## config.mk

```make
export PLATFORM = sky130hd
export DESIGN_NAME = sa_edge_feeder
export DESIGN_NICKNAME = d
export VERILOG_FILES = /design/src/rtl/sa_edge_feeder.sv
export SDC_FILE = /design/constraint.sdc
export NUM_CORES = 1
export LEC_CHECK = 0
export CORE_MARGIN = 10
export CORE_UTILIZATION = 56
export CTS_CLUSTER_SIZE = 14
export DETAILED_ROUTE_END_ITERATION = 10
export GPL_ROUTABILITY_DRIVEN = 0
export PLACE_DENSITY = 0.85
export SYNTH_ARGS = -nofsm -noshare
export SYNTH_HDL_FRONTEND = slang
export SYNTH_SLANG_ARGS = --single-unit
```

## constraint.sdc

```tcl
create_clock -name clk -period 3 [get_ports clk]
set_input_delay 0.6 -clock clk [delete_from_list [all_inputs] [get_ports clk]]
set_output_delay 0.6 -clock clk [all_outputs]
set_load 0.005 [all_outputs]
```

## src/rtl/sa_edge_feeder.sv

```systemverilog
// Edge operand injector for an N x N systolic array: skews lane i by i cycles,
// drives the left/up buses with a matching active-low enable, and sequences clear/flush.
module sa_edge_feeder #(
  parameter int unsigned ARRAY_SIZE        = 4,
  parameter int unsigned BUFFER_DATA_WIDTH = 8
) (
  input  logic                                    clk,
  input  logic                                    reset_b,
  input  logic                                    start,
  input  logic [ARRAY_SIZE*BUFFER_DATA_WIDTH-1:0] a_data,
  input  logic [ARRAY_SIZE*BUFFER_DATA_WIDTH-1:0] b_data,
  input  logic                                    in_valid,
  input  logic                                    in_last,
  output logic                                    in_ready,
  output logic [ARRAY_SIZE*BUFFER_DATA_WIDTH-1:0] left_bus,
  output logic [ARRAY_SIZE*BUFFER_DATA_WIDTH-1:0] up_bus,
  output logic                                    pe_enable_b,
  output logic                                    pe_comp_enb,
  output logic                                    busy,
  output logic                                    done
);

  localparam int unsigned N         = ARRAY_SIZE;
  localparam int unsigned W         = BUFFER_DATA_WIDTH;
  localparam int unsigned FLUSH_CYC = 2 * (N - 1);
  localparam int unsigned CNT_W     = (FLUSH_CYC > 0) ? $clog2(FLUSH_CYC + 1) : 1;

  typedef enum logic [2:0] {
    S_IDLE,
    S_CLEAR,
    S_STREAM,
    S_FLUSH,
    S_DONE
  } state_t;

  state_t             r_state;
  logic [CNT_W-1:0]   r_flush_cnt;
  logic               r_enable_b;
  logic               r_comp_enb;
  logic               r_done;

  logic               w_adv;
  logic               w_clr;

  // One advance shifts every skew chain; flush advances inject zeros.
  assign w_adv = ((r_state == S_STREAM) && in_valid) || (r_state == S_FLUSH);
  assign w_clr = (r_state == S_IDLE) && start;

  assign in_ready    = (r_state == S_STREAM);
  assign busy        = (r_state != S_IDLE);
  assign pe_enable_b = r_enable_b;
  assign pe_comp_enb = r_comp_enb;
  assign done        = r_done;

  always_ff @(posedge clk or negedge reset_b) begin
    if (!reset_b) begin
      r_state     <= S_IDLE;
      r_flush_cnt <= '0;
      r_enable_b  <= 1'b1;
      r_comp_enb  <= 1'b0;
      r_done      <= 1'b0;
    end else begin
      r_enable_b <= ~w_adv;
      case (r_state)
        S_IDLE: begin
          r_done <= 1'b0;
          if (start) begin
            r_state    <= S_CLEAR;
            r_comp_enb <= 1'b1;
          end
        end
        S_CLEAR: begin
          r_comp_enb <= 1'b0;
          r_state    <= S_STREAM;
        end
        S_STREAM: begin
          if (in_valid && in_last) begin
            if (FLUSH_CYC == 0) begin
              r_state <= S_DONE;
              r_done  <= 1'b1;
            end else begin
              r_state     <= S_FLUSH;
              r_flush_cnt <= CNT_W'(FLUSH_CYC);
            end
          end
        end
        S_FLUSH: begin
          r_flush_cnt <= r_flush_cnt - 1'b1;
          if (r_flush_cnt == CNT_W'(1)) begin
            r_state <= S_DONE;
            r_done  <= 1'b1;
          end
        end
        S_DONE: begin
          r_done  <= 1'b0;
          r_state <= S_IDLE;
        end
        default: begin
          r_state    <= S_IDLE;
          r_comp_enb <= 1'b0;
          r_done     <= 1'b0;
        end
      endcase
    end
  end

  // Lane g is a shift chain of depth g+1; its tail drives the bus directly.
  for (genvar gi = 0; gi < N; gi++) begin : g_lane
    localparam int unsigned DEPTH = gi + 1;

    logic [W-1:0] r_left_chain [DEPTH];
    logic [W-1:0] r_up_chain   [DEPTH];
    logic [W-1:0] w_left_head;
    logic [W-1:0] w_up_head;

    assign w_left_head = (r_state == S_STREAM) ? a_data[gi*W +: W] : '0;
    assign w_up_head   = (r_state == S_STREAM) ? b_data[gi*W +: W] : '0;

    always_ff @(posedge clk or negedge reset_b) begin
      if (!reset_b) begin
        for (int unsigned s = 0; s < DEPTH; s++) begin
          r_left_chain[s] <= '0;
          r_up_chain[s]   <= '0;
        end
      end else if (w_clr) begin
        for (int unsigned s = 0; s < DEPTH; s++) begin
          r_left_chain[s] <= '0;
          r_up_chain[s]   <= '0;
        end
      end else if (w_adv) begin
        r_left_chain[0] <= w_left_head;
        r_up_chain[0]   <= w_up_head;
        for (int unsigned s = 1; s < DEPTH; s++) begin
          r_left_chain[s] <= r_left_chain[s-1];
          r_up_chain[s]   <= r_up_chain[s-1];
        end
      end
    end

    assign left_bus[gi*W +: W] = r_left_chain[DEPTH-1];
    assign up_bus[gi*W +: W]   = r_up_chain[DEPTH-1];
  end

endmodule

```

==> impl_metrics.csv, run 1 <==
group,metric,value,unit
floorplan,num_rows,41,
critical_path,cp_data_required_time,2400,ps
logic_synthesis,synth_edf_count,0,
global_routing,grt_pass1_vias,5808,
place,hpwl,11.43,mm
logic_synthesis,yosysWarnings,0,
clocking,root_buffer,"clkbuf_16",
timing,worst-slew-pin-transition,898.0,ps
logic_synthesis,avgSynthCellArea,10.49,sq um
clocking,cts_tree,"done",
global_routing,antenna_found_initial,0,
critical_path,startpoint_type,"register",
floorplan,die_w,133.7,microns
critical_path,end_kind,"output port",
logic_synthesis,syn-cell-area,7237,sq um
critical_path,reg2reg_to,"up_bus[20]",
critical_path,cp.arrival,2090,ps
final_layout,stdcell_area,8912,sq um
timing,period_share,89.52,%
clocking,clockBufferDepth,2,
drt,wl_met2,9.454,mm
clocking,cts_hold_buf,0,
drt,via_per_inst,6.058,
clocking,htree_levels,4,
final_layout,insertedDiodeCount,0,
critical_path,rr_worst_depth,4,
logic_synthesis,syn_nets,761,
final_layout,layout-drive-gt1-share,7.171,%
timing,final-setup-viol-count,0,
timing,finClkSkew,9.595,ps
drt,maxUsedRoutingLayer,"met4",
hold_path,hold_path_class,"primary input to asynchronous set/reset pin",
logic_synthesis,synthTopCellsByCount,"dfrtp_1 (168), a21oi_1 (100), o21ai_0 (100)",
floorplan,core_area,12620,sq um
logic_synthesis,synth.most_common_cell,"dfrtp_1",
clocking,clk_latency,420,ps
floorplan,die_h,133.7,microns
floorplan,top_level_ports,138,
timing,fmax,0.3724,GHz
logic_synthesis,synth_top_area_share,58.09,%
final_layout,nets,814,
final_layout,multiInputGateArea,2313,sq um
logic_synthesis,ys_ff_latch,169,
global_routing,grt_first_pass_wirelength,30.57,mm
drt,ant_nets,0,
final_layout,stdcell_count,925,
critical_path,critPathLaunch,"r_state[0]",
pwr,cellLeakagePower,3.870,nW
timing,period_needed,2686,ps
timing,report.final.slew_viol_count,0,
drt,drc_errors,0,
logic_synthesis,synth_cell_types,31,
drt,route.met3.wl,1.144,mm
final_layout,syn_to_final_growth,23.15,%
global_routing,overflow,0,
critical_path,path_max_fanout,15,
logic_synthesis,ys_seq_area_share,58.45,%
pwr,peakVddDrop,0.8014,mV
logic_synthesis,synth_async_sr_flop_share,100.0,%
clocking,numCtsBuffers,17,
place,placed_area,8312,sq um
critical_path,crit_type,"register to output port",
critical_path,critPathCapture,"in_ready",
outcome,outcome,"completed",
run,maxCapViolCount,0,
place,portBuffers,137,
timing,finalHoldViolCount,0,
logic_synthesis,synthCells,690,
timing,rsz0062_at_grt,"no",
drt,drt_first_pass_iters,7,
final_layout,fillers,880,
critical_path,r2r_slack,750,ps
pwr,p_per_area,1027,nW/um^2
timing,slew_headroom,40.14,%
logic_synthesis,yosys.area.top_type,"dfrtp_1",
drt,vias,5604,
timing,setup_tns,0,ps
global_routing,grt_max_degree,97,
clocking,clk_pin_slew,60,ps
clocking,cts_setup_buffers,0,
global_routing,grtUsageTotal,20.97,%
drt,dr.first_iter.drc_count,749,
final_layout,seq_area,4230,sq um
logic_synthesis,ys_top_cells_by_area,"dfrtp_1 (58%), a22o_1 (7.0%), a21oi_1 (6.9%)",
floorplan,die_area,17870,sq um
drt,route.detailed.wl_per_inst,20.31,microns
drt,m1WireLength,7.399,mm
critical_path,worstReg2RegStart,"r_state[2]",
drt,routed_wl,18.79,mm
clocking,post_cts_resized,0,
place,placed_cells,896,
clocking,cts_sinks,169,
logic_synthesis,ys.flop_type,"dfrtp_1",
floorplan,start_util,57.35,%
==> report_power, final <==
| group | leakage [nW] | internal (mW) | switching (mW) |
|---|---|---|---|
| Clock | 0.293 | 1.38 | 0.842 |
| Combinational | 1.31 | 1.45 | 1.84 |
| Sequential | 2.27 | 3.12 | 0.524 |
| Total | 3.87 | 5.95 | 3.21 |
==> layer usage <==
layer,GRT usage [%],vias up
met5,0,-
met2,33.40,244
met3,5.113,60
met1,25.79,2780
li1,-,2520
met4,11.31,0
==> area by class of cell <==
cell class / instances / area share (%)
well taps: 172 / 2.415
repair buffers: 152 / 17.09
inverters: 8 / 0.3369
clock buffers: 21 / 5.391
flip-flops and latches: 169 / 47.47
multi-input cells: 395 / 25.96
clock inverters: 8 / 1.348
==> how the worst min path moves through the flow <==
| stage | slack [ps] | cells after the start | start | end |
|---|---|---|---|---|
| 6_report | 210 | 1 | reset_b | g_lane[0].r_left_chain[6] |
| 5_1_grt | 260 | 1 | reset_b | g_lane[0].r_left_chain[6] |
| 4_1_cts | 240 | 1 | reset_b | g_lane[0].r_left_chain[6] |
| 3_5_place_dp | 490 | 1 | g_lane[0].r_up_chain[5] | g_lane[0].r_up_chain[5] |
| 3_3_place_gp | 490 | 1 | g_lane[3].r_up_chain[29] | g_lane[3].r_up_chain[29] |
| 2_1_floorplan | 300 | 0 | reset_b | done |
==> placed cells by master, fill, tap and decap left out, types with 2 or more instances in the layout <==
cell type	n
dfrtp_1	168
clkdlybuf4s50_1	136
o21ai_0	100
a21oi_1	100
nand3_1	96
a22o_1	58
clkbuf_16	17
buf_4	12
nand2_1	10
inv_1	8
mux2i_1	6
nor2_1	4
clkbuf_8	4
nor3_1	3
bufinv_16	3
clkinv_2	3
buf_12	3
ha_1	2
clkinvlp_4	2
==> registers in the layout, indices dropped and copies added (netlist names) <==
signal,cells
done,1
g_lane.r_left_chain,56
g_lane.r_up_chain,56
left_bus,24
pe_comp_enb,1
pe_enable_b,1
r_flush_cnt,3
r_state,3
up_bus,24
==> metrics by stage <==
step | hold slack, ps | setup WS (ps) | power (mW) | utilization [%]
floorplan | 304.4 | 1379 | 5.756 | -
global placement | 487.3 | 662.5 | 6.689 | 65.86
detailed placement | 489.8 | 574.3 | 6.900 | 65.86
CTS | 241.5 | 284.8 | 9.186 | 70.62
global route | 262.0 | 176.4 | 9.661 | 70.62
finish | 207.0 | 314.5 | 9.156 | 70.62
==> kinds of logic after synthesis <==
group	after synthesis	synth area share, %
flops	169	58.45
mux	6	0.8299
fa+ha+maj	2	0.3457
simple gates	124	9.008
compound gates	263	21.49
buf+inv	126	9.872
==> worst max-delay path, cell delays in order (launching register included) <==
cell and delay (ps):
dfrtp_1 600, nor3b_4 470, clkdlybuf4s50_1 600
(Power assumes the default switching activity.)
==> inputs of run 2 (changes only) <==
CORE_ASPECT_RATIO = 1.2   (was not set)
CORE_UTILIZATION = 45   (was 56)
PLACE_DENSITY = 0.71   (was 0.85)
==> run 2 against run 1 <==
Compared with the run above:
- design area increased by 0.98%
- clock power increased by 4%
- register-to-register slack improved by 170 ps
- largest cell class unchanged
- highest routed layer unchanged
==> impl_metrics.csv, run 2 (synthesis gave the netlist of run 1 again) <==
group,metric,value,unit
final_layout,seq_area,4230,sq um
clocking,numCtsBuffers,17,
floorplan,die_area,21580,sq um
critical_path,crit_type,"register to output port",
global_routing,grtUsageTotal,17.08,%
final_layout,insertedDiodeCount,0,
final_layout,reg_top3,"g_lane.r_left_chain: 56 flops, g_lane.r_up_chain: 56 flops",
timing,whs,199.1,ps
timing,finalHoldViolCount,0,
timing,period_needed,2625,ps
timing,period_share,87.49,%
final_layout,final_cell_mix,"dfrtp_1 (168), clkdlybuf4s50_1 (136), o21ai_0 (100), a21oi_1 (100), nand3_1 (96)",
place,hpwl,11.55,mm
final_layout,final_common_cell,"dfrtp_1",
critical_path,path_max_fanout,12,
critical_path,crit_slowest_cell,"dfrtp_1",
final_layout,nets,812,
critical_path,startpoint_type,"register",
clocking,cts_hold_buf,0,
timing,rsz0062_at_grt,"no",
clocking,cts_setup_buffers,0,
outcome,outcome,"completed",
final_layout,utilization,57.31,%
drt,drc_errors,0,
hold_path,hold_path_class,"primary input to asynchronous set/reset pin",
timing,worst-slew-pin-transition,698.0,ps
critical_path,max_stage_delay,610,ps
run,maxCapViolCount,0,
critical_path,cp_num_buf_inv,1,
timing,setup_ws,375.2,ps
place,dpl_worst_slack,720.9,ps
clocking,root_buffer,"clkbuf_16",
timing,slew_headroom,53.46,%
floorplan,die_h,158.9,microns
final_layout,layout-drive-gt1-share,6.773,%
drt,routed_wl,18.25,mm
clocking,clk_latency,430,ps
drt,drt_first_pass_iters,5,
floorplan,top_level_ports,138,
timing,fmax,0.3810,GHz
critical_path,cp.arrival,2020,ps
floorplan,die_w,135.8,microns
global_routing,grt_max_degree,98,
drt,ant_nets,0,
critical_path,end_kind,"output port",
global_routing,grt_pass1_vias,5440,
clocking,htree_levels,4,
critical_path,path_cells,"nor3b_4 -> clkdlybuf4s50_1",
clocking,cts_sinks,169,
global_routing,overflow,0,
drt,vias,5393,
floorplan,num_rows,50,
timing,final-setup-viol-count,0,
final_layout,multiInputGateArea,2313,sq um
clocking,cts_tree,"done",
final_layout,stdcell_area,9000,sq um
drt,dr.first_iter.drc_count,491,
pwr,cellLeakagePower,3.883,nW
final_layout,syn_to_final_growth,24.36,%
final_layout,fillers,1341,
place,portBuffers,137,
timing,setup_tns,0,ps
pwr,p_per_area,1018,nW/um^2
timing,report.final.slew_viol_count,0,
timing,finClkSkew,14.66,ps
critical_path,cp_data_required_time,2400,ps
floorplan,start_util,46.09,%
clocking,clk_pin_slew,60,ps
clocking,clockBufferDepth,2,
drt,via_per_inst,5.612,
global_routing,antenna_found_initial,0,
global_routing,grt_first_pass_wirelength,29.65,mm
floorplan,core_area,15700,sq um
critical_path,cp_top_family,"flip-flops",
drt,route.detailed.wl_per_inst,18.99,microns
pwr,peakVddDrop,0.7605,mV
clocking,post_cts_resized,0,
place,placed_area,8379,sq um
==> run 2: worst paths after layout <==
check | end | from | slack [ps] | cells past startpoint
setup / recovery | in_ready | r_state[1] | 380 | 2
hold / removal | left_bus[30] | reset_b | 200 | 1
setup reg to reg | g_lane[0].r_up_chain[3] | r_state[1] | 920 | 4
hold reg to reg | g_lane[0].r_left_chain[2] | g_lane[0].r_left_chain[2] | 510 | 1
max in group asynchronous | g_lane[3].r_up_chain[30] | reset_b | 1970 | 2
min in group clk | g_lane[0].r_left_chain[2] | g_lane[0].r_left_chain[2] | 510 | 1
==> run 2: power by group <==
part | internal, mW | total (mW) | switching, mW
sequential | 3.12 | 3.62 | 0.504
clock | 1.45 | 2.31 | 0.856
combinational | 1.47 | 3.23 | 1.76
total | 6.04 | 9.16 | 3.12
==> run 2: layout make-up <==
type | count | area share (%)
flip-flops and latches | 169 | 47.00
inverters | 8 | 0.3337
repair buffers | 150 | 17.17
clock buffers | 23 | 5.311
well taps | 208 | 2.892
multi-input cells | 395 | 25.71
clock inverters | 8 | 1.585
==> run 2: stage by stage <==
step | power, mW | instances
floorplan | 5.756 | 690
global placement | 6.750 | 930
detailed placement | 6.919 | 930
CTS | 9.240 | 961
global route | 9.735 | 961
finish | 9.163 | 961
==> run 2: routing by layer <==
| metal | up-vias | track usage, % | wire [microns] |
|---|---|---|---|
| li1 | 2513 | - | - |
| met5 | - | 0 | 0 |
| met1 | 2681 | 22.32 | 7630 |
| met4 | 0 | 6.520 | 306 |
| met3 | 18 | 4.508 | 1123 |
| met2 | 181 | 26.39 | 9188 |
==> inputs of run 3 (changes only) <==
CELL_PAD_IN_SITES_DETAIL_PLACEMENT = 2   (was not set)
CELL_PAD_IN_SITES_GLOBAL_PLACEMENT = 2   (was not set)
CORE_UTILIZATION = 35   (was 45)
PLACE_DENSITY = not set   (was 0.71)
PLACE_DENSITY_LB_ADDON = 0.1   (was not set)
==> run 3 against run 2 <==
Compared with the run above:
- utilization decreased by 13 points
- non-clock buffer count increased by 5
- hold slack got worse by 51 ps
- via count increased by 3.2%
- global-route usage decreased by 0.26 points
- routed wire length increased by 22%
- fmax about the same
- clock-buffer cell count decreased by 3
- critical path type unchanged
- largest cell class unchanged
- highest routed layer is now met5
==> impl_metrics.csv, run 3 (synthesis gave the netlist of run 1 again) <==
group,metric,value,unit
place,portBuffers,137,
global_routing,grtUsageMet2,28.15,%
clocking,clk_pin_slew,70,ps
timing,setup_ws,377.5,ps
run,maxCapViolCount,0,
pwr,finalPower,9.250,mW
timing,period_share,87.42,%
global_routing,grtUsageMet3,4.382,%
final_layout,final_common_cell,"dfrtp_1",
global_routing,grt_pass1_vias,6281,
timing,slew_headroom,47.79,%
global_routing,antenna_found_initial,1,
final_layout,layout-drive-gt1-share,7.642,%
floorplan,start_util,35.60,%
critical_path,cp.arrival,2020,ps
drt,vias,5564,
clocking,clockBufferDepth,2,
critical_path,cp_data_required_time,2400,ps
critical_path,crit_type,"register to output port",
global_routing,grtUsageTotal,16.83,%
place,hpwl,14.03,mm
clocking,cts_setup_buffers,0,
clocking,cts_tree,"done",
floorplan,die_area,26850,sq um
timing,period_needed,2622,ps
drt,routed_wl,22.19,mm
final_layout,syn_to_final_growth,25.14,%
outcome,outcome,"completed",
floorplan,core_area,20330,sq um
critical_path,end_kind,"output port",
clocking,htree_levels,4,
final_layout,reg_top3,"g_lane.r_left_chain: 56 flops, g_lane.r_up_chain: 56 flops",
final_layout,final_cell_mix,"dfrtp_1 (168), clkdlybuf4s50_1 (136), o21ai_0 (100), a21oi_1 (100), nand3_1 (96)",
critical_path,startpoint_type,"register",
hold_path,hold_path_class,"primary input to asynchronous set/reset pin",
clocking,post_cts_resized,0,
global_routing,busiest_layer,"met2",
floorplan,num_rows,57,
clocking,cts_hold_buf,0,
global_routing,grt_max_degree,77,
timing,finClkSkew,13.37,ps
place,dpl_worst_slack,460.9,ps
final_layout,insertedDiodeCount,0,
floorplan,top_level_ports,138,
timing,finalHoldViolCount,0,
timing,report.final.slew_viol_count,0,
pwr,peakVddDrop,0.5104,mV
timing,setup_tns,0,ps
place,placed_area,8468,sq um
global_routing,grtUsageMet1,20.91,%
drt,ant_nets,0,
timing,rsz0062_at_grt,"no",
final_layout,utilization,44.56,%
timing,final-setup-viol-count,0,
timing,fmax,0.3813,GHz
clocking,numCtsBuffers,17,
final_layout,stdcell_area,9056,sq um
drt,route.detailed.wl_per_inst,21.67,microns
drt,via_per_inst,5.434,
clocking,clk_latency,430,ps
drt,dr.first_iter.drc_count,252,
clocking,root_buffer,"clkbuf_16",
floorplan,die_h,177.5,microns
drt,drt_first_pass_iters,4,
pwr,cellLeakagePower,3.872,nW
global_routing,overflow,0,
global_routing,grt_first_pass_wirelength,35.78,mm
critical_path,path_max_fanout,12,
timing,worst-slew-pin-transition,783.2,ps
drt,drc_errors,0,
floorplan,die_w,151.3,microns
clocking,cts_sinks,169,
pwr,p_per_area,1021,nW/um^2
final_layout,nets,817,
==> run 3: cell type report <==
| cell class | instances | area [sq um] |
|---|---|---|
| fill | 2059 | 11270 |
| inverter | 8 | 30.03 |
| multi-input combinational | 395 | 2318 |
| clock inverter | 12 | 141.4 |
| timing repair buffer | 155 | 1558 |
| tap | 265 | 331.6 |
| sequential | 169 | 4230 |
| clock buffer | 20 | 446.7 |
==> run 3: per-stage QoR <==
stage | std cells | hold WS [ps]
final | 1024 | 148.6
after floorplan | 690 | 304.4
after global placement | 992 | 488.2
after detailed placement | 992 | 491.2
after global routing | 1024 | 193.3
after CTS | 1024 | 171.6
==> run 3: metal layers <==
metal	share of wire, %	vias up
li1	-	2524
met1	43	2917
met2	51	101
met3	4.8	20
met4	1.1	2
met5	0.045	-
==> run 3: worst max-delay path, stage by stage (launching register included) <==
cell and delay [ps]:
dfrtp_1 650, nor3b_4 260, buf_4 170, clkdlybuf4s50_1 510
==> run 3: worst paths after layout <==
path,startpoint,end,slack [ps],depth (start not counted)
setup / recovery,r_state[1],in_ready,380,3
hold / removal,reset_b,left_bus[27],150,1
setup reg to reg,r_state[0],left_bus[29],850,4
hold reg to reg,g_lane[1].r_up_chain[11],g_lane[1].r_up_chain[11],510,1
max in group asynchronous,reset_b,pe_enable_b,1970,2
min in group clk,g_lane[1].r_up_chain[11],g_lane[1].r_up_chain[11],510,1
==> run 3: where the power goes <==
group          switching (mW)  internal (mW)
Sequential              0.554           3.12
Clock                   0.959           1.26
Combinational            1.88           1.48
Total                    3.40           5.85
